==> src/rtl/lfsr_rand_arbiter_if.sv <==
// Request/grant and control bundle for lfsr_rand_arbiter; the DUT side uses the slave modport.
interface lfsr_rand_arbiter_if #(
  parameter int unsigned NUM_BITS = 16,
  parameter int unsigned NUM_REQ  = 4,
  parameter int unsigned ID_W     = $clog2(NUM_REQ)
);
  logic                i_Start;
  logic                i_Stop;
  logic                i_Stop_On_Wrap;
  logic [NUM_BITS-1:0] i_Seed_Data;
  logic                i_Reseed;
  logic [NUM_REQ-1:0]  i_Req;
  logic [NUM_REQ-1:0]  o_Gnt;
  logic                o_Rand_DV;
  logic [NUM_BITS-1:0] o_Rand_Data;
  logic [ID_W-1:0]     o_Rand_Id;
  logic                o_Running;
  logic                o_Wrap_Pulse;
  logic [7:0]          o_Wrap_Count;
  logic [NUM_BITS-1:0] o_Step_Count;

  modport master (
    output i_Start, i_Stop, i_Stop_On_Wrap, i_Seed_Data, i_Reseed, i_Req,
    input  o_Gnt, o_Rand_DV, o_Rand_Data, o_Rand_Id, o_Running,
           o_Wrap_Pulse, o_Wrap_Count, o_Step_Count
  );

  modport slave (
    input  i_Start, i_Stop, i_Stop_On_Wrap, i_Seed_Data, i_Reseed, i_Req,
    output o_Gnt, o_Rand_DV, o_Rand_Data, o_Rand_Id, o_Running,
           o_Wrap_Pulse, o_Wrap_Count, o_Step_Count
  );
endinterface

==> src/rtl/lfsr_rand_arbiter.sv <==
// XNOR Fibonacci LFSR with IDLE/RUN sequencing, reseed and wrap tracking, handing
// out one pseudo-random word per cycle to NUM_REQ requesters in round-robin order.
module lfsr_rand_arbiter #(
  parameter int unsigned NUM_BITS = 16,
  parameter int unsigned NUM_REQ  = 4
) (
  input logic                i_Clk,
  input logic                i_Rst_L,
  lfsr_rand_arbiter_if.slave bus
);
  localparam int unsigned ID_W = $clog2(NUM_REQ);

  typedef enum logic {ST_IDLE, ST_RUN} state_t;

  // Maximal-length tap sets, bit k-1 set for tap k.
  function automatic logic [15:0] tap_mask(input int unsigned w);
    case (w)
      2:       tap_mask = 16'h0003;
      3:       tap_mask = 16'h0006;
      4:       tap_mask = 16'h000C;
      5:       tap_mask = 16'h0014;
      6:       tap_mask = 16'h0030;
      7:       tap_mask = 16'h0060;
      8:       tap_mask = 16'h00B8;
      9:       tap_mask = 16'h0110;
      10:      tap_mask = 16'h0240;
      11:      tap_mask = 16'h0500;
      12:      tap_mask = 16'h0829;
      13:      tap_mask = 16'h100D;
      14:      tap_mask = 16'h2015;
      15:      tap_mask = 16'h6000;
      16:      tap_mask = 16'hD008;
      default: tap_mask = '0;
    endcase
  endfunction

  localparam logic [NUM_BITS-1:0] TAPS = NUM_BITS'(tap_mask(NUM_BITS));

  state_t              state_q, state_d;
  logic [NUM_BITS-1:0] seed_reg_q, seed_reg_d;
  logic [NUM_BITS-1:0] lfsr_q, lfsr_d;
  logic [NUM_BITS-1:0] step_q, step_d;
  logic [NUM_BITS-1:0] data_q, data_d;
  logic                reseed_cyc_q, reseed_cyc_d;
  logic                dv_q, dv_d;
  logic                wrap_pulse_q, wrap_pulse_d;
  logic [ID_W-1:0]     rr_ptr_q, rr_ptr_d;
  logic [ID_W-1:0]     id_q, id_d;
  logic [NUM_REQ-1:0]  gnt_q, gnt_d;
  logic [7:0]          wrap_cnt_q, wrap_cnt_d;

  logic                run, seed_dv, lfsr_done, wrap_evt, stop_wrap, grant, found;
  logic [ID_W-1:0]     winner, idx;

  // LFSR: an even number of taps chained through XNOR equals inverted parity.
  always_comb begin
    seed_dv   = (state_q == ST_IDLE) || reseed_cyc_q;
    lfsr_done = (lfsr_q == seed_reg_q);
    if (seed_dv) begin
      lfsr_d = seed_reg_q;
    end else begin
      lfsr_d = {lfsr_q[NUM_BITS-2:0], ~(^(lfsr_q & TAPS))};
    end
  end

  always_comb begin
    found  = 1'b0;
    winner = rr_ptr_q;
    idx    = '0;
    for (int unsigned i = 0; i < NUM_REQ; i++) begin
      idx = ID_W'((32'(rr_ptr_q) + i) % NUM_REQ);
      if (!found && bus.i_Req[idx]) begin
        found  = 1'b1;
        winner = idx;
      end
    end
  end

  always_comb begin
    run       = (state_q == ST_RUN);
    wrap_evt  = run && lfsr_done && (step_q != '0) && !reseed_cyc_q;
    // Stopping on a wrap withholds the repeat of the seed word.
    stop_wrap = wrap_evt && bus.i_Stop_On_Wrap && !bus.i_Stop;

    state_d      = state_q;
    seed_reg_d   = seed_reg_q;
    reseed_cyc_d = 1'b0;
    step_d       = '0;
    grant        = 1'b0;

    unique case (state_q)
      ST_IDLE: begin
        seed_reg_d = bus.i_Seed_Data;
        if (bus.i_Start) state_d = ST_RUN;
      end
      ST_RUN: begin
        grant = found && !reseed_cyc_q && !stop_wrap;
        if (bus.i_Stop || stop_wrap) begin
          state_d = ST_IDLE;
        end else begin
          step_d = (wrap_evt || reseed_cyc_q) ? '0 : step_q + NUM_BITS'(1);
          if (bus.i_Reseed) begin
            seed_reg_d   = bus.i_Seed_Data;
            reseed_cyc_d = 1'b1;
          end
        end
      end
    endcase

    wrap_pulse_d = wrap_evt;
    wrap_cnt_d   = (wrap_evt && wrap_cnt_q != 8'hFF) ? wrap_cnt_q + 8'd1 : wrap_cnt_q;

    gnt_d    = grant ? (NUM_REQ'(1) << winner) : '0;
    dv_d     = grant;
    data_d   = grant ? lfsr_q : '0;
    id_d     = grant ? winner : '0;
    rr_ptr_d = grant ? ID_W'((32'(winner) + 32'd1) % NUM_REQ) : rr_ptr_q;
  end

  always_ff @(posedge i_Clk or negedge i_Rst_L) begin
    if (!i_Rst_L) begin
      state_q      <= ST_IDLE;
      seed_reg_q   <= '0;
      lfsr_q       <= '0;
      step_q       <= '0;
      data_q       <= '0;
      reseed_cyc_q <= 1'b0;
      dv_q         <= 1'b0;
      wrap_pulse_q <= 1'b0;
      rr_ptr_q     <= '0;
      id_q         <= '0;
      gnt_q        <= '0;
      wrap_cnt_q   <= '0;
    end else begin
      state_q      <= state_d;
      seed_reg_q   <= seed_reg_d;
      lfsr_q       <= lfsr_d;
      step_q       <= step_d;
      data_q       <= data_d;
      reseed_cyc_q <= reseed_cyc_d;
      dv_q         <= dv_d;
      wrap_pulse_q <= wrap_pulse_d;
      rr_ptr_q     <= rr_ptr_d;
      id_q         <= id_d;
      gnt_q        <= gnt_d;
      wrap_cnt_q   <= wrap_cnt_d;
    end
  end

  assign bus.o_Gnt        = gnt_q;
  assign bus.o_Rand_DV    = dv_q;
  assign bus.o_Rand_Data  = data_q;
  assign bus.o_Rand_Id    = id_q;
  assign bus.o_Running    = (state_q == ST_RUN);
  assign bus.o_Wrap_Pulse = wrap_pulse_q;
  assign bus.o_Wrap_Count = wrap_cnt_q;
  assign bus.o_Step_Count = step_q;
endmodule

==> src/flat_wrapper.sv <==
// flat-port wrapper written by rule: the top's interface ports become plain ports
module lfsr_rand_arbiter_flat 
#(
  parameter int unsigned NUM_BITS = 16,
  parameter int unsigned NUM_REQ  = 4
)
  (i_Clk, i_Rst_L, bus_i_Start, bus_i_Stop, bus_i_Stop_On_Wrap, bus_i_Seed_Data, bus_i_Reseed, bus_i_Req, bus_o_Gnt, bus_o_Rand_DV, bus_o_Rand_Data, bus_o_Rand_Id, bus_o_Running, bus_o_Wrap_Pulse, bus_o_Wrap_Count, bus_o_Step_Count);
  lfsr_rand_arbiter_if #(.NUM_BITS(NUM_BITS), .NUM_REQ(NUM_REQ)) bus_i ();
  input logic i_Clk;
  input logic i_Rst_L;
  input wire logic [$bits(bus_i.i_Start)-1:0] bus_i_Start;
  input wire logic [$bits(bus_i.i_Stop)-1:0] bus_i_Stop;
  input wire logic [$bits(bus_i.i_Stop_On_Wrap)-1:0] bus_i_Stop_On_Wrap;
  input wire logic [$bits(bus_i.i_Seed_Data)-1:0] bus_i_Seed_Data;
  input wire logic [$bits(bus_i.i_Reseed)-1:0] bus_i_Reseed;
  input wire logic [$bits(bus_i.i_Req)-1:0] bus_i_Req;
  output wire logic [$bits(bus_i.o_Gnt)-1:0] bus_o_Gnt;
  output wire logic [$bits(bus_i.o_Rand_DV)-1:0] bus_o_Rand_DV;
  output wire logic [$bits(bus_i.o_Rand_Data)-1:0] bus_o_Rand_Data;
  output wire logic [$bits(bus_i.o_Rand_Id)-1:0] bus_o_Rand_Id;
  output wire logic [$bits(bus_i.o_Running)-1:0] bus_o_Running;
  output wire logic [$bits(bus_i.o_Wrap_Pulse)-1:0] bus_o_Wrap_Pulse;
  output wire logic [$bits(bus_i.o_Wrap_Count)-1:0] bus_o_Wrap_Count;
  output wire logic [$bits(bus_i.o_Step_Count)-1:0] bus_o_Step_Count;
  assign bus_i.i_Start = bus_i_Start;
  assign bus_i.i_Stop = bus_i_Stop;
  assign bus_i.i_Stop_On_Wrap = bus_i_Stop_On_Wrap;
  assign bus_i.i_Seed_Data = bus_i_Seed_Data;
  assign bus_i.i_Reseed = bus_i_Reseed;
  assign bus_i.i_Req = bus_i_Req;
  assign bus_o_Gnt = bus_i.o_Gnt;
  assign bus_o_Rand_DV = bus_i.o_Rand_DV;
  assign bus_o_Rand_Data = bus_i.o_Rand_Data;
  assign bus_o_Rand_Id = bus_i.o_Rand_Id;
  assign bus_o_Running = bus_i.o_Running;
  assign bus_o_Wrap_Pulse = bus_i.o_Wrap_Pulse;
  assign bus_o_Wrap_Count = bus_i.o_Wrap_Count;
  assign bus_o_Step_Count = bus_i.o_Step_Count;
  lfsr_rand_arbiter #(.NUM_BITS(NUM_BITS), .NUM_REQ(NUM_REQ)) u_core (.i_Clk(i_Clk), .i_Rst_L(i_Rst_L), .bus(bus_i));
endmodule
==> config.mk <==
export PLATFORM = sky130hd
export DESIGN_NAME = lfsr_rand_arbiter_flat
export DESIGN_NICKNAME = d
export VERILOG_FILES = /design/src/rtl/lfsr_rand_arbiter_if.sv /design/src/rtl/lfsr_rand_arbiter.sv /design/src/flat_wrapper.sv
export SDC_FILE = /design/constraint.sdc
export NUM_CORES = 1
export LEC_CHECK = 0
export ABC_AREA = 1
export CELL_PAD_IN_SITES_DETAIL_PLACEMENT = 0
export CELL_PAD_IN_SITES_GLOBAL_PLACEMENT = 2
export CORE_UTILIZATION = 31
export CTS_CLUSTER_SIZE = 12
export DETAILED_ROUTE_END_ITERATION = 16
export GPL_TIMING_DRIVEN = 0
export PLACE_DENSITY_LB_ADDON = 0.2
export SETUP_SLACK_MARGIN = 0.1
export SYNTH_ARGS = -nofsm -noshare
export SYNTH_HDL_FRONTEND = slang
export SYNTH_SLANG_ARGS = --single-unit
==> constraint.sdc <==
create_clock -name i_Clk -period 2.2 [get_ports i_Clk]
set_input_delay 0.44 -clock i_Clk [delete_from_list [all_inputs] [get_ports i_Clk]]
set_output_delay 0.44 -clock i_Clk [all_outputs]
set_load 0.02 [all_outputs]
# Yosys cells after proc, flatten, opt, wreduce, memory -nomap -nowiden

Cells that the tools add are included.

Register bits: 84
Bits of input ports: 26
Output and inout port bits: 49

$add $sub $neg: 6
$lt $le $gt $ge: 4
Eq/ne operators: 4
Shifts and indexed selects: 1
Muxes and demuxes: 32
Bitwise gates (word level): 2
Reduce and logical (&&, ||, !) cells: 23

Operators with widths:

| operator                                                    | count |
|---|---|
| 2-to-1 mux 16 bit                                           | 7 |
| case mux 16 bit (2 select lines)                            | 1 |
| adder 16 x 1 -> 16 bit (second input constant)              | 1 |
| == test 16 bit                                              | 1 |
| nonzero test 16 bit                                         | 1 |
| parity 16 bit                                               | 1 |
| 2-to-1 mux 1 bit                                            | 14 |
| less-than comparator 2 x 3 -> 1 bit (second input constant) | 4 |
| logical AND 1 bit                                           | 11 |
| adder 8 x 1 -> 8 bit (second input constant)                | 1 |
| binary-select mux 1 bit (select 2 bit)                      | 4 |
| 2-to-1 mux 2 bit                                            | 4 |
| != test 8 bit (second input constant)                       | 1 |
| logical NOT 1 bit                                           | 6 |
| adder 2 x 1 -> 2 bit (second input constant)                | 2 |
| adder 2 bit (second input constant)                         | 2 |
| 2-to-1 mux 4 bit                                            | 1 |
| != test 2 bit (second input constant)                       | 2 |
| << shifter 1 x 2 -> 4 bit (first input constant)            | 1 |
| logical OR 1 bit                                            | 3 |
| NOT 1 bit                                                   | 2 |
| case mux 1 bit (2 select lines)                             | 1 |
| AND reduction 2 bit                                         | 1 |

# Longest topological paths before layout

Word-level depth: 16
Gate-level depth with buffers: 15

# Worst setup path before layout

No wires, ideal clock.

Path kind: reg2reg
From: register u_core.rr_ptr_q[0]
To: register u_core.rr_ptr_q[1]
Arrival time: 1,815 ps
Setup slack: 268 ps
Cell stages (with the launch flop): 13
Path buffers: 1
Clock period less this slack: 1,932 ps
Cells stage by stage: dfrtp_1 > buf_6 > nor2_1 > a21oi_2 > o21ai_1 > nand3_1 > inv_1 > nand2_1 > nand2_2 > inv_1 > ha_1 > nand3_1 > nand2_1

Word-level cells in the longest chain between the ends: 15
Elaborated cells on any way between the ends: 28

Ends and longest elaborated chain:

| what                                                          | line                     | text |
|---|---|---|
| start, declared                                               | lfsr_rand_arbiter.sv:47  | `logic [ID_W-1:0] rr_ptr_q, rr_ptr_d;` |
| start signal, assigned                                        | lfsr_rand_arbiter.sv:143 | `rr_ptr_q <= rr_ptr_d;` |
| branches (longest 15 deep; another with adder 2 x 1 -> 2 bit) | --                       |  |

Several ways; the timed one is not identified. The select of a mux whose other input is x is not followed.
A chain may end at the register's enable or synchronous reset.

# Worst setup path in the final report

Ends and elaborated chain as after synthesis.

==> impl_metrics.csv <==
group,metric,value,unit
sta,period_share,93.3,%
route,drtIter0Drc,171,
synthesis,syn-instance-count,548,
finish,insertedDiodeCount,0,
hold_path,hold_class,"input pin to async pin",
worst_setup_path,worstPathArrival,2.29,ns
global_routing,grt_antenna_before_repair,0,
synthesis,yosys_warnings,0,
placed_design,place_area,0.00532,sq mm
worst_setup_path,worstReg2RegStart,"u_core.rr_ptr_q[0]",
synthesis,netlist_area,0.00434,sq mm
route,ant_nets,0,
global_routing,first_global_vias,3792,
worst_setup_path,slowest_delay,0.44,ns
route,dr.pass1.iters,4,
global_routing,grt_pass1_wl,19200,microns
clock_tree,cts.clk_slew.worst_paths,0.06,ns
finish,fillers,1387,
pwr,power.total,6.09,mW
pwr,clockPowerShare,25.0,%
synthesis,syn_area_per_cell,7.91,sq um
finish,synthToLayoutAreaGrowth,38.5,%
worst_setup_path,crit_fanout,8,
route,drc,0,
pwr,pwr-share-comb,41.9,%
finish,drive_gt1_share,14.7,%
sta,relSlewSlack,61.6,%
die,num_rows,42,
worst_setup_path,r2r_cells,14,
sta,min_period,2.05,ns
clock_tree,clk_latency,0.34,ns
route,vias,3852,
global_routing,grt_start_max_net_pins,54,
die,core,0.0135,sq mm
sta,rsz0062_at_grt,"yes",
synthesis,synth_xor_area_share,5.25,%
pwr,power.switching,2.23,mW
synthesis,synth_simple_gate_area_share,30.9,%
die,initial_utilization,32.2,%
placed_design,hpwl,8380,microns
synthesis,synth_compound_area_share,4.79,%
worst_setup_path,required,2.44,ns
pwr,p_sw_share,36.6,%
clock_tree,cts_tree,"done",
worst_setup_path,end_kind,"flop",
outcome,status,"finished, final reports clean",
pwr,vdd_drop_max,0.905,mV
worst_setup_path,cpMostUsedCell,"nand2_1",
sta,hold_viol,0,
clock_tree,cts_buffers,9,
sta,skew,0.0105,ns
synthesis,synth-seq-cells,84,
pwr,pwr_density_cell,1010,mW/mm^2
synthesis,yosysSeqAreaShare,48.5,%
synthesis,synth_top_area_cell,"dfrtp_1",
route,wire_per_inst,13.9,microns
die,die_x,120,microns
worst_setup_path,slowest_stage,"dfrtp_2",
worst_setup_path,reg2reg_slack,0.15,ns
synthesis,syn_nets,581,
pwr,leakage,2.90,nW
synthesis,synth_area_leaders,"dfrtp_1 48%, nand2_1 12%, inv_1 6.8%",
worst_setup_path,critPathKind,"flop to flop",
clock_tree,clock_path_buffers,2,
finish,regArea,0.00210,sq mm
die,io_pins,75,
synthesis,synth_fa_ha_area_share,2.02,%
pwr,seq_power_share,33.1,%
clock_tree,cts_sinks,84,
synthesis,synth_top_family_by_area,"simple AND/OR/NAND/NOR gates",
sta,holdWs,0.0406,ns
worst_setup_path,path_cells,"buf_8, nand2_1, o21ai_2, nand2_1, o21ai_2, nor2_2, nand3_2, inv_2, nand2_1, nand2_2, inv_1, ha_1, nand3_1, nand2_1",
placed_design,placement.io_buffers,74,
synthesis,synthMuxAreaShare,0,%
route,wl,11800,microns
sta,max_freq,487,MHz
clock_tree,cts-root-buf,"clkbuf_16",
placed_design,dp_cells,799,
run,cap_viol_max_count,0,
pwr,internal_power,3.86,mW
synthesis,netlist-cell-type-count,31,
clock_tree,htree_levels,3,
sta,maxSlewViolCount,0,
worst_setup_path,worstSetupStartpointType,"flop",
sta,setup_violations,0,
route,via_per_inst,4.57,
finish,layout.cells.non_filler,843,
finish,multi_input_area,0.00199,sq mm
die,die_area,0.0145,sq mm
finish,finalNetCount,695,
worst_setup_path,regToRegEndpoint,"u_core.rr_ptr_q[1]",
sta,worst_slew_pin_slew,0.576,ns
synthesis,yosysTopAreaCellShare,48.5,%
global_routing,grt_usage,17.1,%
global_routing,grt_remaining_overflow,0,
finish,design_area,0.00601,sq mm
placed_design,gp_congestion,0.783,
clock_tree,holdBufCountCts,0,
die,die_y,120,microns
[area by class of cell]
type / count / share of cell area, %
tap: 176 / 3.67
multi-input combinational: 373 / 33.1
buffer: 10 / 1.50
inverter: 81 / 5.12
timing repair buffer: 103 / 16.6
sequential: 84 / 35.0
clock buffer: 12 / 4.10
clock inverter: 4 / 0.812
[repair_timing]
item                                    in CTS  in global routing
gates resized for setup                      5                 40
setup buffers                                4                 23
pin swaps                                    2                 16
cloned                                       0                  1
endpoints found under the setup margin      40                 47
[through the flow]
stage	utilization [%]	setup slack, ns	TNS [ns]
global placement	39.4	-2.56	-215.48
finish	44.6	0.148	0
floorplan	-	0.268	0
global route	44.6	0.0237	0
CTS	42.1	0.105	0
detailed placement	39.6	-0.381	-1.60
[power by group through the flow]
stage	clock network, mW	registers, mW	logic, mW
floorplan	0	2.10	1.21
global placement	0	2.02	1.97
detailed placement	0	2.02	1.97
CTS	1.57	2.00	2.06
global route	1.62	2.04	2.84
finish	1.52	2.01	2.55
[state kept, by name, indices dropped and copies added, names as in the netlist, 2 cells and up]
name and flops:
u_core.seed_reg_q 16, u_core.bus.o_Wrap_Count 8, u_core.rr_ptr_q 2, u_core.bus.o_Step_Count 16
u_core.bus.o_Rand_Data 16, u_core.lfsr_q 16, u_core.bus.o_Gnt 4, u_core.bus.o_Rand_Id 2
[worst max-delay path: cells and delay by family (launching register included)]
| kind | cells | cell delay (ns) |
|---|---|---|
| AOI/OAI and AO/OA | 2 | 0.14 |
| adders and majority gates | 1 | 0.30 |
| buffers and inverters | 3 | 0.30 |
| DFF | 1 | 0.44 |
| and+or+nand+nor | 8 | 0.75 |
[Yosys cell counts (all sizes together)]
cell and instances:
ha 7, nand3 49, xnor2 9, a21oi 4, nor4 2, xor2 17, dfrtp 84, or2 1
and2 1, clkbuf 2, nor3 14, o21ai 31, nor2 73, nand4 18, nand2 145, nand3b 1
inv 81, buf 8, a31oi 1
[kinds of logic (layout without fill, tap and decap cells)]
logic type	after synthesis	count (layout)
adders and majority gates	7	7
and+or+nand+nor	304	304
xor gates and xnor gates	26	26
buffers and inverters	91	210
DFF	84	84
AOI/OAI and AO/OA	36	36
[layer usage]
| metal | routed length (microns) | GRT usage, % | vias up |
|---|---|---|---|
| met3 | 543 | 3.63 | 11 |
| met1 | 5500 | 22.2 | 1810 |
| met2 | 5550 | 28.3 | 81 |
| li1 | - | - | 1950 |
| met5 | 0 | 0 | - |
| met4 | 157 | 5.79 | 0 |
[cell usage in the layout (no fill, tap or decap), types with 4 or more instances in the layout]
cell and n:
buf_4 30, clkbuf_1 4, clkbuf_16 10, clkdlybuf4s50_1 71, dfrtp_1 82, ha_1 7, inv_1 76, inv_2 4
nand2_1 134, nand2_2 10, nand3_1 45, nand4_1 18, nor2_1 66, nor2_2 5, nor3_1 12, o21ai_0 23
o21ai_2 4, xnor2_1 5, xnor2_2 4, xor2_1 17
[worst max-delay path by stage]
stage | startpoint | to | slack, ns | cells after the start
2_1_floorplan | u_core.rr_ptr_q[0] | u_core.rr_ptr_q[1] | 0.27 | 12
3_3_place_gp | i_Rst_L | u_core.bus.o_Rand_Id[1] | -2.56 | 1
3_5_place_dp | bus_i_Req[3] | u_core.rr_ptr_q[1] | -0.38 | 12
4_1_cts | u_core.lfsr_q[12] | u_core.seed_reg_q[8] | 0.10 | 11
5_1_grt | u_core.rr_ptr_q[0] | u_core.rr_ptr_q[1] | 0.02 | 14
6_report | u_core.rr_ptr_q[0] | u_core.rr_ptr_q[1] | 0.15 | 14
(Power assumes the default switching activity.)
